===== src/rtl/sound_gen_multi_pkg.sv =====
// Shared definitions for the multi-voice sound generator: register map,
// CTRL field layout, mixer/envelope source codes, reset defaults and the noise LFSR step.
package sound_gen_multi_pkg;

    localparam logic [2:0] REG_CTRL    = 3'd0;
    localparam logic [2:0] REG_VCO_MIN = 3'd1;
    localparam logic [2:0] REG_VCO_MAX = 3'd2;
    localparam logic [2:0] REG_ATTACK  = 3'd3;
    localparam logic [2:0] REG_DECAY   = 3'd4;
    localparam logic [2:0] REG_OS_LEN  = 3'd5;

    localparam int CTRL_MIX_LSB   = 0;
    localparam int CTRL_ENV_LSB   = 3;
    localparam int CTRL_VCO_SEL   = 5;
    localparam int CTRL_VCO_PITCH = 6;

    typedef enum logic [2:0] {
        MIX_VCO       = 3'd0,
        MIX_SLF       = 3'd1,
        MIX_NOISE     = 3'd2,
        MIX_VCO_N     = 3'd3,
        MIX_SLF_N     = 3'd4,
        MIX_SLF_VCO_N = 3'd5,
        MIX_SLF_VCO   = 3'd6,
        MIX_ONE       = 3'd7
    } mix_e;

    typedef enum logic [1:0] {
        ENV_VCO     = 2'd0,
        ENV_ONE     = 2'd1,
        ENV_ONESHOT = 2'd2,
        ENV_VCO2    = 2'd3
    } envsel_e;

    localparam logic [15:0] LFSR_TAP    = 16'h54B9;
    localparam logic [6:0]  CTRL_RST    = 7'h08;
    localparam logic [15:0] VCO_MIN_RST = 16'd937;
    localparam logic [15:0] VCO_MAX_RST = 16'd9374;
    localparam logic [15:0] ATTACK_RST  = 16'd20;
    localparam logic [15:0] DECAY_RST   = 16'd1;
    localparam logic [15:0] OS_LEN_RST  = 16'd1624;

    // A zero state is re-seeded through the feedback bit so the LFSR never locks up.
    function automatic logic [15:0] lfsr_next(input logic [15:0] s);
        lfsr_next = {s[14:0], (s == 16'h0000)} ^ (s[15] ? LFSR_TAP : 16'h0000);
    endfunction

endpackage


===== src/rtl/sound_gen_multi_if.sv =====
// CPU-side register write bus plus the mixed sample stream towards the serialiser.
interface sound_gen_multi_if #(parameter int OUT_W = 16);
    logic             wr_en;
    logic [2:0]       wr_ch;
    logic [2:0]       wr_addr;
    logic [15:0]      wr_data;
    logic [OUT_W-1:0] sample_out;
    logic             sample_valid;

    modport master (output wr_en, wr_ch, wr_addr, wr_data, input sample_out, sample_valid);
    modport slave  (input wr_en, wr_ch, wr_addr, wr_data, output sample_out, sample_valid);
endinterface


===== src/rtl/sound_gen_multi_voice.sv =====
// One voice: parameter registers, SLF, VCO, noise LFSR, one-shot, attack/decay envelope and mixer.
module sound_gen_multi_voice
    import sound_gen_multi_pkg::*;
#(
    parameter int          MAG_W     = 14,
    parameter int          PIT_W     = 14,
    parameter logic [15:0] LFSR_SEED = 16'hFFFF
) (
    input  logic             clk,
    input  logic             rst_n,
    input  logic             stb_16us,
    input  logic             wr_en,
    input  logic [2:0]       wr_addr,
    input  logic [15:0]      wr_data,
    input  logic             inhibit,
    output logic [MAG_W-1:0] mag
);

    logic [6:0]       ctrl_r;
    logic [PIT_W-1:0] vco_min_r, vco_max_r, slf_ctr_r, vco_ctr_r, pitch_s;
    logic [MAG_W-1:0] attack_r, decay_r, env_r, env_next_s;
    logic [MAG_W:0]   env_sum_s;
    logic [15:0]      os_len_r, os_ctr_r, lfsr_r;
    logic [1:0]       vco_cyc_r;
    logic             slf_up_r, inh_d_r, oneshot_r, env_in_s, mix_s;
    logic             vco_s, vco2_s, noise_s;

    assign vco_s   = vco_cyc_r[0];
    assign vco2_s  = vco_cyc_r[0] & vco_cyc_r[1];
    assign noise_s = lfsr_r[15];

    // Register slice; reserved addresses fall through without effect
    always_ff @(posedge clk or negedge rst_n) begin
        if (!rst_n) begin
            ctrl_r    <= CTRL_RST;
            vco_min_r <= PIT_W'(VCO_MIN_RST);
            vco_max_r <= PIT_W'(VCO_MAX_RST);
            attack_r  <= MAG_W'(ATTACK_RST);
            decay_r   <= MAG_W'(DECAY_RST);
            os_len_r  <= OS_LEN_RST;
        end else if (wr_en) begin
            case (wr_addr)
                REG_CTRL:    ctrl_r    <= wr_data[6:0];
                REG_VCO_MIN: vco_min_r <= wr_data[PIT_W-1:0];
                REG_VCO_MAX: vco_max_r <= wr_data[PIT_W-1:0];
                REG_ATTACK:  attack_r  <= wr_data[MAG_W-1:0];
                REG_DECAY:   decay_r   <= wr_data[MAG_W-1:0];
                REG_OS_LEN:  os_len_r  <= wr_data;
                default:     ctrl_r    <= ctrl_r;
            endcase
        end
    end

    // SLF triangle between VCO_MIN and VCO_MAX; degenerate or out-of-range limits pin the counter
    always_ff @(posedge clk or negedge rst_n) begin
        if (!rst_n) begin
            slf_ctr_r <= PIT_W'(VCO_MIN_RST);
            slf_up_r  <= 1'b1;
        end else if (stb_16us) begin
            if (vco_min_r >= vco_max_r) begin
                slf_ctr_r <= vco_min_r;
                slf_up_r  <= 1'b1;
            end else if (slf_ctr_r < vco_min_r) begin
                slf_ctr_r <= vco_min_r;
                slf_up_r  <= 1'b1;
            end else if (slf_ctr_r > vco_max_r) begin
                slf_ctr_r <= vco_max_r;
                slf_up_r  <= 1'b0;
            end else if (slf_up_r && (slf_ctr_r >= vco_max_r)) begin
                slf_ctr_r <= slf_ctr_r - PIT_W'(1);
                slf_up_r  <= 1'b0;
            end else if (!slf_up_r && (slf_ctr_r <= vco_min_r)) begin
                slf_ctr_r <= slf_ctr_r + PIT_W'(1);
                slf_up_r  <= 1'b1;
            end else if (slf_up_r) begin
                slf_ctr_r <= slf_ctr_r + PIT_W'(1);
            end else begin
                slf_ctr_r <= slf_ctr_r - PIT_W'(1);
            end
        end
    end

    // Pitch source for the VCO reload
    always_comb begin
        if (ctrl_r[CTRL_VCO_SEL]) begin
            pitch_s = slf_ctr_r;
        end else if (ctrl_r[CTRL_VCO_PITCH]) begin
            pitch_s = vco_max_r;
        end else begin
            pitch_s = vco_min_r;
        end
    end

    // VCO runs every clock: half-period is pitch+1 clocks
    always_ff @(posedge clk or negedge rst_n) begin
        if (!rst_n) begin
            vco_ctr_r <= {PIT_W{1'b0}};
            vco_cyc_r <= 2'b00;
        end else if (vco_ctr_r == {PIT_W{1'b0}}) begin
            vco_ctr_r <= pitch_s;
            vco_cyc_r <= vco_cyc_r + 2'd1;
        end else begin
            vco_ctr_r <= vco_ctr_r - PIT_W'(1);
        end
    end

    // Noise LFSR advances on the slow tick
    always_ff @(posedge clk or negedge rst_n) begin
        if (!rst_n) begin
            lfsr_r <= LFSR_SEED;
        end else if (stb_16us) begin
            lfsr_r <= lfsr_next(lfsr_r);
        end
    end

    // One-shot retriggered by every inhibit release
    always_ff @(posedge clk or negedge rst_n) begin
        if (!rst_n) begin
            inh_d_r   <= 1'b0;
            os_ctr_r  <= 16'd0;
            oneshot_r <= 1'b0;
        end else begin
            inh_d_r   <= inhibit;
            oneshot_r <= (os_ctr_r != 16'd0);
            if (inh_d_r && !inhibit) begin
                os_ctr_r <= os_len_r;
            end else if (stb_16us && (os_ctr_r != 16'd0)) begin
                os_ctr_r <= os_ctr_r - 16'd1;
            end
        end
    end

    // Envelope source select, mixer and the saturating attack/decay step
    always_comb begin
        case (envsel_e'(ctrl_r[CTRL_ENV_LSB +: 2]))
            ENV_VCO:     env_in_s = vco_s;
            ENV_ONE:     env_in_s = 1'b1;
            ENV_ONESHOT: env_in_s = oneshot_r;
            ENV_VCO2:    env_in_s = vco2_s;
            default:     env_in_s = 1'b0;
        endcase
        case (mix_e'(ctrl_r[CTRL_MIX_LSB +: 3]))
            MIX_VCO:       mix_s = vco_s;
            MIX_SLF:       mix_s = slf_up_r;
            MIX_NOISE:     mix_s = noise_s;
            MIX_VCO_N:     mix_s = vco_s & noise_s;
            MIX_SLF_N:     mix_s = slf_up_r & noise_s;
            MIX_SLF_VCO_N: mix_s = slf_up_r & vco_s & noise_s;
            MIX_SLF_VCO:   mix_s = slf_up_r & vco_s;
            MIX_ONE:       mix_s = 1'b1;
            default:       mix_s = 1'b0;
        endcase
        env_sum_s = {1'b0, env_r} + {1'b0, attack_r};
        if (env_in_s) begin
            if (env_sum_s[MAG_W]) begin
                env_next_s = {MAG_W{1'b1}};
            end else begin
                env_next_s = env_sum_s[MAG_W-1:0];
            end
        end else begin
            if (env_r < decay_r) begin
                env_next_s = {MAG_W{1'b0}};
            end else begin
                env_next_s = env_r - decay_r;
            end
        end
    end

    // Envelope magnitude register
    always_ff @(posedge clk or negedge rst_n) begin
        if (!rst_n) begin
            env_r <= {MAG_W{1'b0}};
        end else if (stb_16us) begin
            env_r <= env_next_s;
        end
    end

    assign mag = (!inhibit && mix_s) ? env_r : {MAG_W{1'b0}};

endmodule


===== src/rtl/sound_gen_multi.sv =====
// NCH-voice sound generator top: write decode, voice array, saturating mix and sample register.
module sound_gen_multi
    import sound_gen_multi_pkg::*;
#(
    parameter int NCH   = 2,
    parameter int MAG_W = 14,
    parameter int OUT_W = 16,
    parameter int PIT_W = 14
) (
    input  logic              clk,
    input  logic              rst_n,
    input  logic              stb_16us,
    input  logic [NCH-1:0]    inhibit,
    sound_gen_multi_if.slave  bus
);

    localparam int SUM_W = MAG_W + $clog2(NCH);
    localparam int CMP_W = (SUM_W > OUT_W) ? SUM_W : OUT_W;
    localparam logic [CMP_W-1:0] SAT_MAX = CMP_W'({OUT_W{1'b1}});

    logic [NCH-1:0]   we_s;
    logic [MAG_W-1:0] mag_s [NCH];
    logic [SUM_W-1:0] sum_s;
    logic [CMP_W-1:0] sum_wide_s;
    logic [OUT_W-1:0] sat_s, sample_r;
    logic             valid_r;

    // Voice select; channel numbers beyond the array match nothing
    always_comb begin
        for (int v = 0; v < NCH; v++) begin
            if (bus.wr_en && (bus.wr_ch == 3'(v))) begin
                we_s[v] = 1'b1;
            end else begin
                we_s[v] = 1'b0;
            end
        end
    end

    for (genvar v = 0; v < NCH; v++) begin : g_voice
        sound_gen_multi_voice #(
            .MAG_W    (MAG_W),
            .PIT_W    (PIT_W),
            .LFSR_SEED(16'hFFFF ^ 16'(v))
        ) u_voice (
            .clk     (clk),
            .rst_n   (rst_n),
            .stb_16us(stb_16us),
            .wr_en   (we_s[v]),
            .wr_addr (bus.wr_addr),
            .wr_data (bus.wr_data),
            .inhibit (inhibit[v]),
            .mag     (mag_s[v])
        );
    end

    // Sum is wide enough never to wrap; clamp it to the output range
    always_comb begin
        sum_s = {SUM_W{1'b0}};
        for (int v = 0; v < NCH; v++) begin
            sum_s = sum_s + SUM_W'(mag_s[v]);
        end
        sum_wide_s = CMP_W'(sum_s);
        if (sum_wide_s > SAT_MAX) begin
            sat_s = SAT_MAX[OUT_W-1:0];
        end else begin
            sat_s = sum_wide_s[OUT_W-1:0];
        end
    end

    // Sample register and its one-cycle valid pulse
    always_ff @(posedge clk or negedge rst_n) begin
        if (!rst_n) begin
            sample_r <= {OUT_W{1'b0}};
            valid_r  <= 1'b0;
        end else begin
            valid_r <= stb_16us;
            if (stb_16us) begin
                sample_r <= sat_s;
            end
        end
    end

    assign bus.sample_out   = sample_r;
    assign bus.sample_valid = valid_r;

endmodule


===== src/flat_wrapper.sv =====
// flat-port wrapper written by rule: the top's interface ports become plain ports
module sound_gen_multi_flat import sound_gen_multi_pkg::*;
#(
    parameter int NCH   = 2,
    parameter int MAG_W = 14,
    parameter int OUT_W = 16,
    parameter int PIT_W = 14
)
  (clk, rst_n, stb_16us, inhibit, bus_wr_en, bus_wr_ch, bus_wr_addr, bus_wr_data, bus_sample_out, bus_sample_valid);
  sound_gen_multi_if #(.OUT_W(OUT_W)) bus_i ();
  input  logic clk;
  input  logic rst_n;
  input  logic stb_16us;
  input  logic [NCH-1:0] inhibit;
  input wire logic [$bits(bus_i.wr_en)-1:0] bus_wr_en;
  input wire logic [$bits(bus_i.wr_ch)-1:0] bus_wr_ch;
  input wire logic [$bits(bus_i.wr_addr)-1:0] bus_wr_addr;
  input wire logic [$bits(bus_i.wr_data)-1:0] bus_wr_data;
  output wire logic [$bits(bus_i.sample_out)-1:0] bus_sample_out;
  output wire logic [$bits(bus_i.sample_valid)-1:0] bus_sample_valid;
  assign bus_i.wr_en = bus_wr_en;
  assign bus_i.wr_ch = bus_wr_ch;
  assign bus_i.wr_addr = bus_wr_addr;
  assign bus_i.wr_data = bus_wr_data;
  assign bus_sample_out = bus_i.sample_out;
  assign bus_sample_valid = bus_i.sample_valid;
  sound_gen_multi #(.NCH(NCH), .MAG_W(MAG_W), .OUT_W(OUT_W), .PIT_W(PIT_W)) u_core (.clk(clk), .rst_n(rst_n), .stb_16us(stb_16us), .inhibit(inhibit), .bus(bus_i));
endmodule

===== config.mk =====
export PLATFORM = sky130hd
export DESIGN_NAME = sound_gen_multi_flat
export DESIGN_NICKNAME = d
export VERILOG_FILES = /design/src/rtl/sound_gen_multi_pkg.sv /design/src/rtl/sound_gen_multi_if.sv /design/src/rtl/sound_gen_multi_voice.sv /design/src/rtl/sound_gen_multi.sv /design/src/flat_wrapper.sv
export SDC_FILE = /design/constraint.sdc
export NUM_CORES = 1
export LEC_CHECK = 0
export CORE_ASPECT_RATIO = 0.6
export CORE_UTILIZATION = 65
export DETAILED_ROUTE_END_ITERATION = 8
export PLACE_DENSITY = 0.92
export SLEW_MARGIN = 25
export SYNTH_ARGS = -nofsm -noshare
export SYNTH_HDL_FRONTEND = slang
export SYNTH_HIERARCHICAL = 1
export SYNTH_SLANG_ARGS = --single-unit

===== constraint.sdc =====
create_clock -name clk -period 6.9 [get_ports clk]
set_input_delay 1.38 -clock clk [delete_from_list [all_inputs] [get_ports clk]]
set_output_delay 1.38 -clock clk [all_outputs]
set_load 0.05 [all_outputs]

* Word level (Yosys, flattened, before mapping)
Cells that the tools add are included.
** Storage, ports and cells
- Bits in registers :: 332
- Word-level logic and storage cells :: 191
** Cells by class
- $add $sub $neg :: 15
- Magnitude comparators :: 12
- Equal/unequal tests :: 26
- Mux-type cells :: 48
- Bitwise gates (word level) :: 12
- Reduce and logical (&&, ||, !) cells :: 46
** Operators with widths (number)
- two-way mux 14 bit :: 26
- two-way mux 16 bit :: 4
- greater-or-equal comparator 14 bit :: 4
- < comparator 14 bit :: 4
- subtractor 14 x 1 -> 14 bit, second input constant :: 4
- adder 14 x 14 -> 15 bit :: 3
- logical NOT 16 bit :: 2
- nonzero test 16 bit :: 2
- subtractor 16 x 1 -> 16 bit, second input constant :: 2
- XOR 16 x 15 -> 16 bit :: 2
- equality test 3 bit, second input constant :: 10
- two-way mux 15 bit :: 2
- adder 14 x 1 -> 14 bit, second input constant :: 2
- > comparator 14 bit :: 2
- less-or-equal comparator 14 bit :: 2
- logical NOT 14 bit :: 2
- AND reduction 2 bit :: 14
- subtractor 14 bit :: 2
- equality test 3 x 2 -> 1 bit, second input constant :: 6
- one-hot mux 1 bit (8 select lines) :: 2
- equality test 3 x 1 -> 1 bit, second input constant :: 4
- logical AND 1 bit :: 12
- logical NOT 3 bit :: 4
- two-way mux 1 bit :: 12
- 9 further kinds :: 30

* Depth between registers and ports, before layout
Gate-level depths: netlist of run 1.
- Depth after elaboration :: 7
- Gate-level depth with buffers :: 13
- Mapped depth without buffers :: 13

* By module
The synthesis of run 1 kept the hierarchy.
** Modules (own cells, without submodules)
- sound_gen_multi_voice (u_core.g_voice[1].u_voice) :: instances 1, cells an instance 1083, area an instance 9969.6 um2, seq. area each 4008.8 um2
- sound_gen_multi_voice (u_core.g_voice[0].u_voice) :: instances 1, cells an instance 1054, area an instance 9872.0 um2, seq. area each 4010.1 um2
- sound_gen_multi :: instances 1, cells an instance 122, area an instance 1213.7 um2, seq. area each 400.4 um2

* Worst setup path after synthesis of run 1
Ideal clock, no wire load.
- Kind :: in2reg
- Start :: input inhibit[1]
- End :: register u_core.sample_r[8], in the netlist u_core/bus.sample_out[8]
- Arrival time :: 3.356 ns
- Data required time :: 6.775 ns
- Setup slack :: 3.419 ns
- Stages on the path :: 9
- Cell sequence :: nor3_1 -> clkbuf_1 -> and2_1 -> ha_1 -> a21o_1 -> a221oi_2 -> o21ai_1 -> xor2_1 -> mux2_2
** RTL lines
- start: declaration :: RTL line flat_wrapper.sv:14 : input logic [NCH-1:0] inhibit;
- end signal: assignment :: RTL line sound_gen_multi.sv:73 : sample_r <= {OUT_W{1'b0}};
- end signal: assignment :: RTL line sound_gen_multi.sv:78 : sample_r <= sat_s;
- end: declaration :: RTL line sound_gen_multi.sv:25 : logic [OUT_W-1:0] sat_s, sample_r;

==> results of run 1 <==
-- metal layers --
metal  global-route usage  vias up
met5                    0        -
met4                0.110        0
met3               0.0838      227
met2                0.562     1240
met1                0.537     8840
li1                     -     8070
-- cell type report --
class / count / area, µm² / share of cell area
inverters: 130 / 488 / 0.0213
multi-input cells: 1709 / 11900 / 0.517
well taps: 416 / 520 / 0.0227
clock inverters: 16 / 206 / 0.00901
repair buffers: 56 / 543 / 0.0237
flip-flops and latches: 332 / 8420 / 0.367
clock buffers: 42 / 887 / 0.0387
-- logic make-up (layout without fill, tap and decap cells) --
| group | count (synthesis) | in the layout | synth area share |
|---|---|---|---|
| AND/OR/NAND/NOR | 681 | 681 | 0.155 |
| AO/OA/AOI/OAI | 587 | 587 | 0.175 |
| flip-flops | 332 | 332 | 0.400 |
| buffers and inverters | 218 | 244 | 0.0399 |
| adder cells (fa/ha/maj) | 169 | 169 | 0.102 |
| multiplexers | 147 | 147 | 0.0764 |
| XOR/XNOR | 124 | 124 | 0.0516 |
| other | 1 | 1 | 0.000178 |
-- registers in the layout (all words and copies together), names as in the netlist --
register,flops
u_core/bus.sample_out,15
u_core/bus.sample_valid,1
u_core/g_voice.u_voice/attack_r,28
u_core/g_voice.u_voice/ctrl_r,14
u_core/g_voice.u_voice/decay_r,28
u_core/g_voice.u_voice/env_r,28
u_core/g_voice.u_voice/inh_d_r,2
u_core/g_voice.u_voice/lfsr_r,32
u_core/g_voice.u_voice/oneshot_r,2
u_core/g_voice.u_voice/os_ctr_r,32
u_core/g_voice.u_voice/os_len_r,32
u_core/g_voice.u_voice/slf_ctr_r,28
u_core/g_voice.u_voice/slf_up_r,2
u_core/g_voice.u_voice/vco_ctr_r,28
u_core/g_voice.u_voice/vco_cyc_r,4
u_core/g_voice.u_voice/vco_max_r,28
u_core/g_voice.u_voice/vco_min_r,28
-- where the power goes --
part / internal, µW / switching, µW
registers: 2640 / 773
logic: 1920 / 2810
clock network: 1060 / 813
-- per-stage QoR --
step	power, µW	hold slack, ps	cell area [µm²]
after global routing	10500	527	22900
after floorplan	6580	444	21100
after global placement	7560	457	21800
final	10000	492	22900
after detailed placement	7860	471	21800
after CTS	9800	490	22900
-- placed cells by master (no fill, tap or decap), drive strengths merged, types with 11 or more instances in the layout --
cell type      instances
mux2i                 38
xnor2                 86
dfstp                 89
buf                   15
a21oi                149
nand2b                11
nor2                 140
inv                  132
mux2                 109
ha                   164
nor2b                 18
nor4                  27
clkdlybuf4s50         41
or3                   32
dfrtp                243
and3                  11
a31oi                 32
clkbuf                42
nand4                 19
xor2                  38
nor3                  57
nand2                269
a211oi                20
o22ai                 15
o21ai                215
and2                  35
a21o                  30
o21a                  20
nand3                 33
-- worst min-delay path, delay by kind of cell, from the launching register on --
family          cells  cell delay, ps
flops               1             340
compound gates      1              60
simple gates        1              50
-- path summary, 6_finish.rpt --
check,slack (ps),endpoint,cells past startpoint,startpoint
max,2860,u_core/bus.sample_out[8],9,inhibit[0]
min,490,u_core/g_voice[1].u_voice/os_ctr_r[7],2,u_core/g_voice[1].u_voice/os_len_r[7]
max reg2reg,2930,u_core/g_voice[0].u_voice/env_r[7],12,u_core/g_voice[0].u_voice/env_r[0]
min in group asynchronous,840,u_core/g_voice[1].u_voice/os_ctr_r[10],1,rst_n
min reg2reg,490,u_core/g_voice[1].u_voice/os_ctr_r[7],2,u_core/g_voice[1].u_voice/os_len_r[7]
max in group asynchronous,4690,u_core/g_voice[0].u_voice/vco_ctr_r[10],2,rst_n
==> flow_summary_export.csv, run 1 <==
group,metric,value,unit
timing,final.setup.tns,0,ps
synth,synth_area_leaders,"dfrtp_1 (29%), dfstp_2 (11%), ha_1 (9.7%)",
synth,yosys.area.top_type,"dfrtp_1",
routing,drt_wl_total,61900,µm
timing,rsz0062_at_grt,"false",
routing,vias,18400,
synth,yosysMostFrequentCell,"nand2_1",
synth,synth_ff_type,"dfrtp_1",
timing,min_period,4040,ps
finish,post-route-util,0.727,
timing,fmax,0.247,GHz
setup_path,path_cells,"clkdlybuf4s50_1 > nor3_2 > and2_1 > ha_1 > a21o_1 > a221oi_2 > o21ai_1 > xor2_1 > mux2_2",
clock_tree,numCtsBuffers,31,
routing,drt_iter0_markers,2452,
synth,async_flop_share,1.00,
synth,ys_types,95,
synth,synth_area_per_cell,9.32,µm²
finish,fillers,2168,
routing,dr.max_layer_used,"met4",
grt,grt_pass1_vias,17500,
synth,synth_cells,2259,
setup_path,setup.worst_path.class,"input pin to flop",
routing,drc,0,
floorplanning,die_h,141,µm
setup_path,critPathArrivalTime,4520,ps
placed_design,pre_cts_ws,2060,ps
routing,met1_length,25100,µm
clock_tree,htreeDepth,1,
pwr,vdd_drop_max,0.000297,V
finish,fin_nets,2457,
placed_design,dp.final_hpwl,42000,µm
routing,ant_nets,0,
pwr,powerDensity,437,mW/mm²
floorplanning,initial_core_util,0.668,
routing,drt_pass1_iterations,8,
run,cap_violations,0,
synth,synthTopCellsByCount,"nand2_1 (268), dfrtp_1 (243), o21ai_0 (191)",
timing,final.period_utilization,0.586,
setup_path,required,7380,ps
synth,synth_edf_count,0,
floorplanning,die_w,234,µm
clock_tree,cts_buffer_depth,3,
synth,ys_warn_count,6,
clock_tree,clkSlewWorstSetupHoldPaths,70,ps
clock_tree,postCtsResizedCells,0,
finish,drive_gt1_frac,0.137,
floorplanning,die_area,0.0331,mm²
clock_tree,cts_tree,"yes",
timing,fin_worst_skew,27.5,ps
placed_design,port_buffers,43,
routing,wl_per_cell,22.9,µm
grt,grt_max_degree,166,
run_status,status,"finished clean",
synth,ys_ff_latch,332,
synth,syn_nets,2456,
routing,avgViaCountPerCell,6.80,
clock_tree,post-cts-setup-buffer-count,0,
setup_path,slowest_delay,690,ps
grt,antenna_found_initial,0,
setup_path,slowest_stage,"nor3_2",
setup_path,cp-start-kind,"input pin",
setup_path,end_kind,"flop",
grt,grt-ovfl-total,0,
grt,grt_pass1_wl,96400,µm
synth,yosysSeqAreaShare,0.400,
floorplanning,ios,45,
timing,hold_violations,0,
timing,setup_slack,2860,ps
floorplanning,core-area,0.0315,mm²
pwr,p_leak,0.00996,µW
clock_tree,cts_root_buf,"clkbuf_16",
setup_path,path_max_fanout,12,
timing,maxSlewHeadroom,0.226,
floorplanning,fp-row-count,50,
synth,synth_top_area_frac,0.289,
timing,setup_viol,0,
routing,wl_met3,7500,µm
finish,antenna-diode-count,0,
setup_path,cp_top_family,"simple AND/OR/NAND/NOR gates",
hold_path,hold_path_class,"flop to flop",
timing,worst_pin_slew,1160,ps
placed_design,gp_congestion,0.983,
routing,wl_met2,26900,µm
finish,synthToLayoutAreaGrowth,8.84,%
setup_path,cp_num_buf_inv,1,
clock_tree,clock_latency,610,ps
placed_design,dp_cells,2643,
finish,fin_cells,2701,
clock_tree,cts_sinks,332,
synth,syn_area,0.0211,mm²
timing,slew_violations,0,
clock_tree,cts_hold_buffers,0,
grt,grtUsageTotal,0.372,
No activity file was read; power rests on OpenSTA's default activity.
==> run 2, diff against run 1 <==
- CORE_UTILIZATION: 65 -> 57
- PLACE_DENSITY: 0.92 -> 0.86
- clock period: 6.9 -> 3.31 ns (I/O delays scaled with it)
==> flow_summary_export.csv, run 2 (synthesized netlist as in run 1, its figures left out) <==
group,metric,value,unit
finish,post-route-util,0.650,
timing,slew_violations,0,
timing,fmax,0.312,GHz
timing,hold_violations,0,
setup_path,required,3740,ps
timing,hold_slack,72.9,ps
setup_path,setup.worst_path.class,"flop to flop",
placed_design,gp_congestion,0.994,
run,cap_violations,0,
hold_path,hold_path_class,"input pin to asynchronous set/reset pin",
placed_design,port_buffers,43,
floorplanning,core-area,0.0363,mm²
clock_tree,cts_tree,"yes",
routing,drt_iter0_markers,2081,
setup_path,cp-start-kind,"flop",
clock_tree,cts_sinks,332,
setup_path,critPathArrivalTime,3640,ps
clock_tree,htreeDepth,2,
routing,drt_pass1_iterations,8,
finish,fin_cells,2829,
routing,ant_nets,0,
placed_design,pre_cts_ws,-174,ps
placed_design,dp.final_hpwl,42500,µm
floorplanning,initial_core_util,0.579,
routing,drc,0,
finish,drive_gt1_frac,0.164,
timing,final.period_utilization,0.969,
setup_path,path_max_fanout,10,
placed_design,dp_cells,2765,
floorplanning,fp-row-count,54,
finish,antenna-diode-count,0,
clock_tree,clkSlewWorstSetupHoldPaths,60,ps
pwr,powerDensity,900,mW/mm²
floorplanning,die_area,0.0377,mm²
routing,avgViaCountPerCell,6.41,
finish,synthToLayoutAreaGrowth,12.2,%
pwr,vdd_drop_max,0.000610,V
grt,grt_pass1_wl,94600,µm
timing,min_period,3210,ps
run_status,status,"finished clean",
timing,maxSlewHeadroom,0.352,
timing,setup_viol,0,
finish,fin_nets,2524,
finish,top_regs,"u_core/g_voice.u_voice/lfsr_r (32), u_core/g_voice.u_voice/os_ctr_r (32), u_core/g_voice.u_voice/os_len_r (32)",
grt,grt-ovfl-total,0,
floorplanning,ios,45,
clock_tree,numCtsBuffers,34,
routing,drt_wl_total,59400,µm
timing,fin_worst_skew,13.7,ps
grt,antenna_found_initial,0,
clock_tree,cts_root_buf,"clkbuf_16",
clock_tree,cts_buffer_depth,3,
setup_path,end_kind,"flop",
grt,grtUsageTotal,0.315,
timing,setup_slack,103,ps
clock_tree,clock_latency,530,ps
timing,final.setup.tns,0,ps
pwr,p_leak,0.0103,µW
floorplanning,die_w,250,µm
finish,mostFrequentLayoutCells,"nand2_1 (268), dfrtp_1 (243), o21ai_0 (191)",
routing,wl_per_cell,21.0,µm
grt,grt_pass1_vias,17500,
timing,worst_pin_slew,972,ps
floorplanning,die_h,151,µm
finish,final_common_cell,"nand2_1",
clock_tree,cts_hold_buffers,0,
grt,grt_max_degree,116,
routing,vias,18100,
==> run 2: cell count changes in the layout (fill, tap and decap cells not counted), sizes merged <==
| cell | change |
|---|---|
| clkinvlp | -2 |
| clkbuf | +11 |
| buf | +64 |
| clkinv | -1 |
| inv | -2 |
| bufinv | -2 |
==> run 2: metal layers <==
metal	global-route usage	up-vias	share of wire
li1	-	8196	-
met3	0.0641	127	0.11
met5	0	-	0
met2	0.479	965	0.43
met1	0.462	8842	0.44
met4	0.0773	0	0.021
==> run 2: worst paths after layout <==
check | start | endpoint | slack [ps] | cells after the start
min in group clk | u_core/g_voice[0].u_voice/os_len_r[7] | u_core/g_voice[0].u_voice/os_ctr_r[7] | 490 | 2
max in group asynchronous | rst_n | u_core/g_voice[1].u_voice/os_len_r[12] | 2190 | 2
min reg2reg | u_core/g_voice[0].u_voice/os_len_r[7] | u_core/g_voice[0].u_voice/os_ctr_r[7] | 490 | 2
min | rst_n | u_core/g_voice[0].u_voice/slf_ctr_r[11] | 70 | 1
max reg2reg | u_core/g_voice[0].u_voice/lfsr_r[15] | u_core/bus.sample_out[11] | 100 | 8
max | u_core/g_voice[0].u_voice/lfsr_r[15] | u_core/bus.sample_out[11] | 100 | 8
==> run 2: worst max-delay path, stage by stage (launching register included) <==
cell	delay (ps)
dfstp_2	720
o22ai_1	220
nor4_1	490
ha_1	340
a21oi_1	260
o211ai_1	330
and2_1	260
o31a_1	280
o31ai_1	210
==> run 2: cell type report <==
type                       instances  area (µm²)
tap                              476         596
multi-input combinational       1709       11900
timing repair buffer             120        1060
clock inverter                     9        97.6
clock buffer                      53        1070
inverter                         130         488
fill                            2769       12700
sequential                       332        8420
==> run 2: power breakdown <==
| group | switching [µW] | internal [µW] | total, µW |
|---|---|---|---|
| clock network | 1680 | 2380 | 4060 |
| registers | 1360 | 5500 | 6860 |
| logic | 5990 | 4350 | 10300 |
==> run 2: timing repair <==
item,in CTS,in global routing
setup buffers,0,2
setup endpoints to repair,0,56
endpoints found under the hold margin,0,0
gates resized for setup,0,17
==> run 2: stage by stage <==
stage | area, µm² | power [µW]
floorplan | 21100 | 13700
global placement | 22400 | 16100
detailed placement | 22400 | 16700
CTS | 23500 | 20800
global route | 23600 | 22500
finish | 23600 | 21300
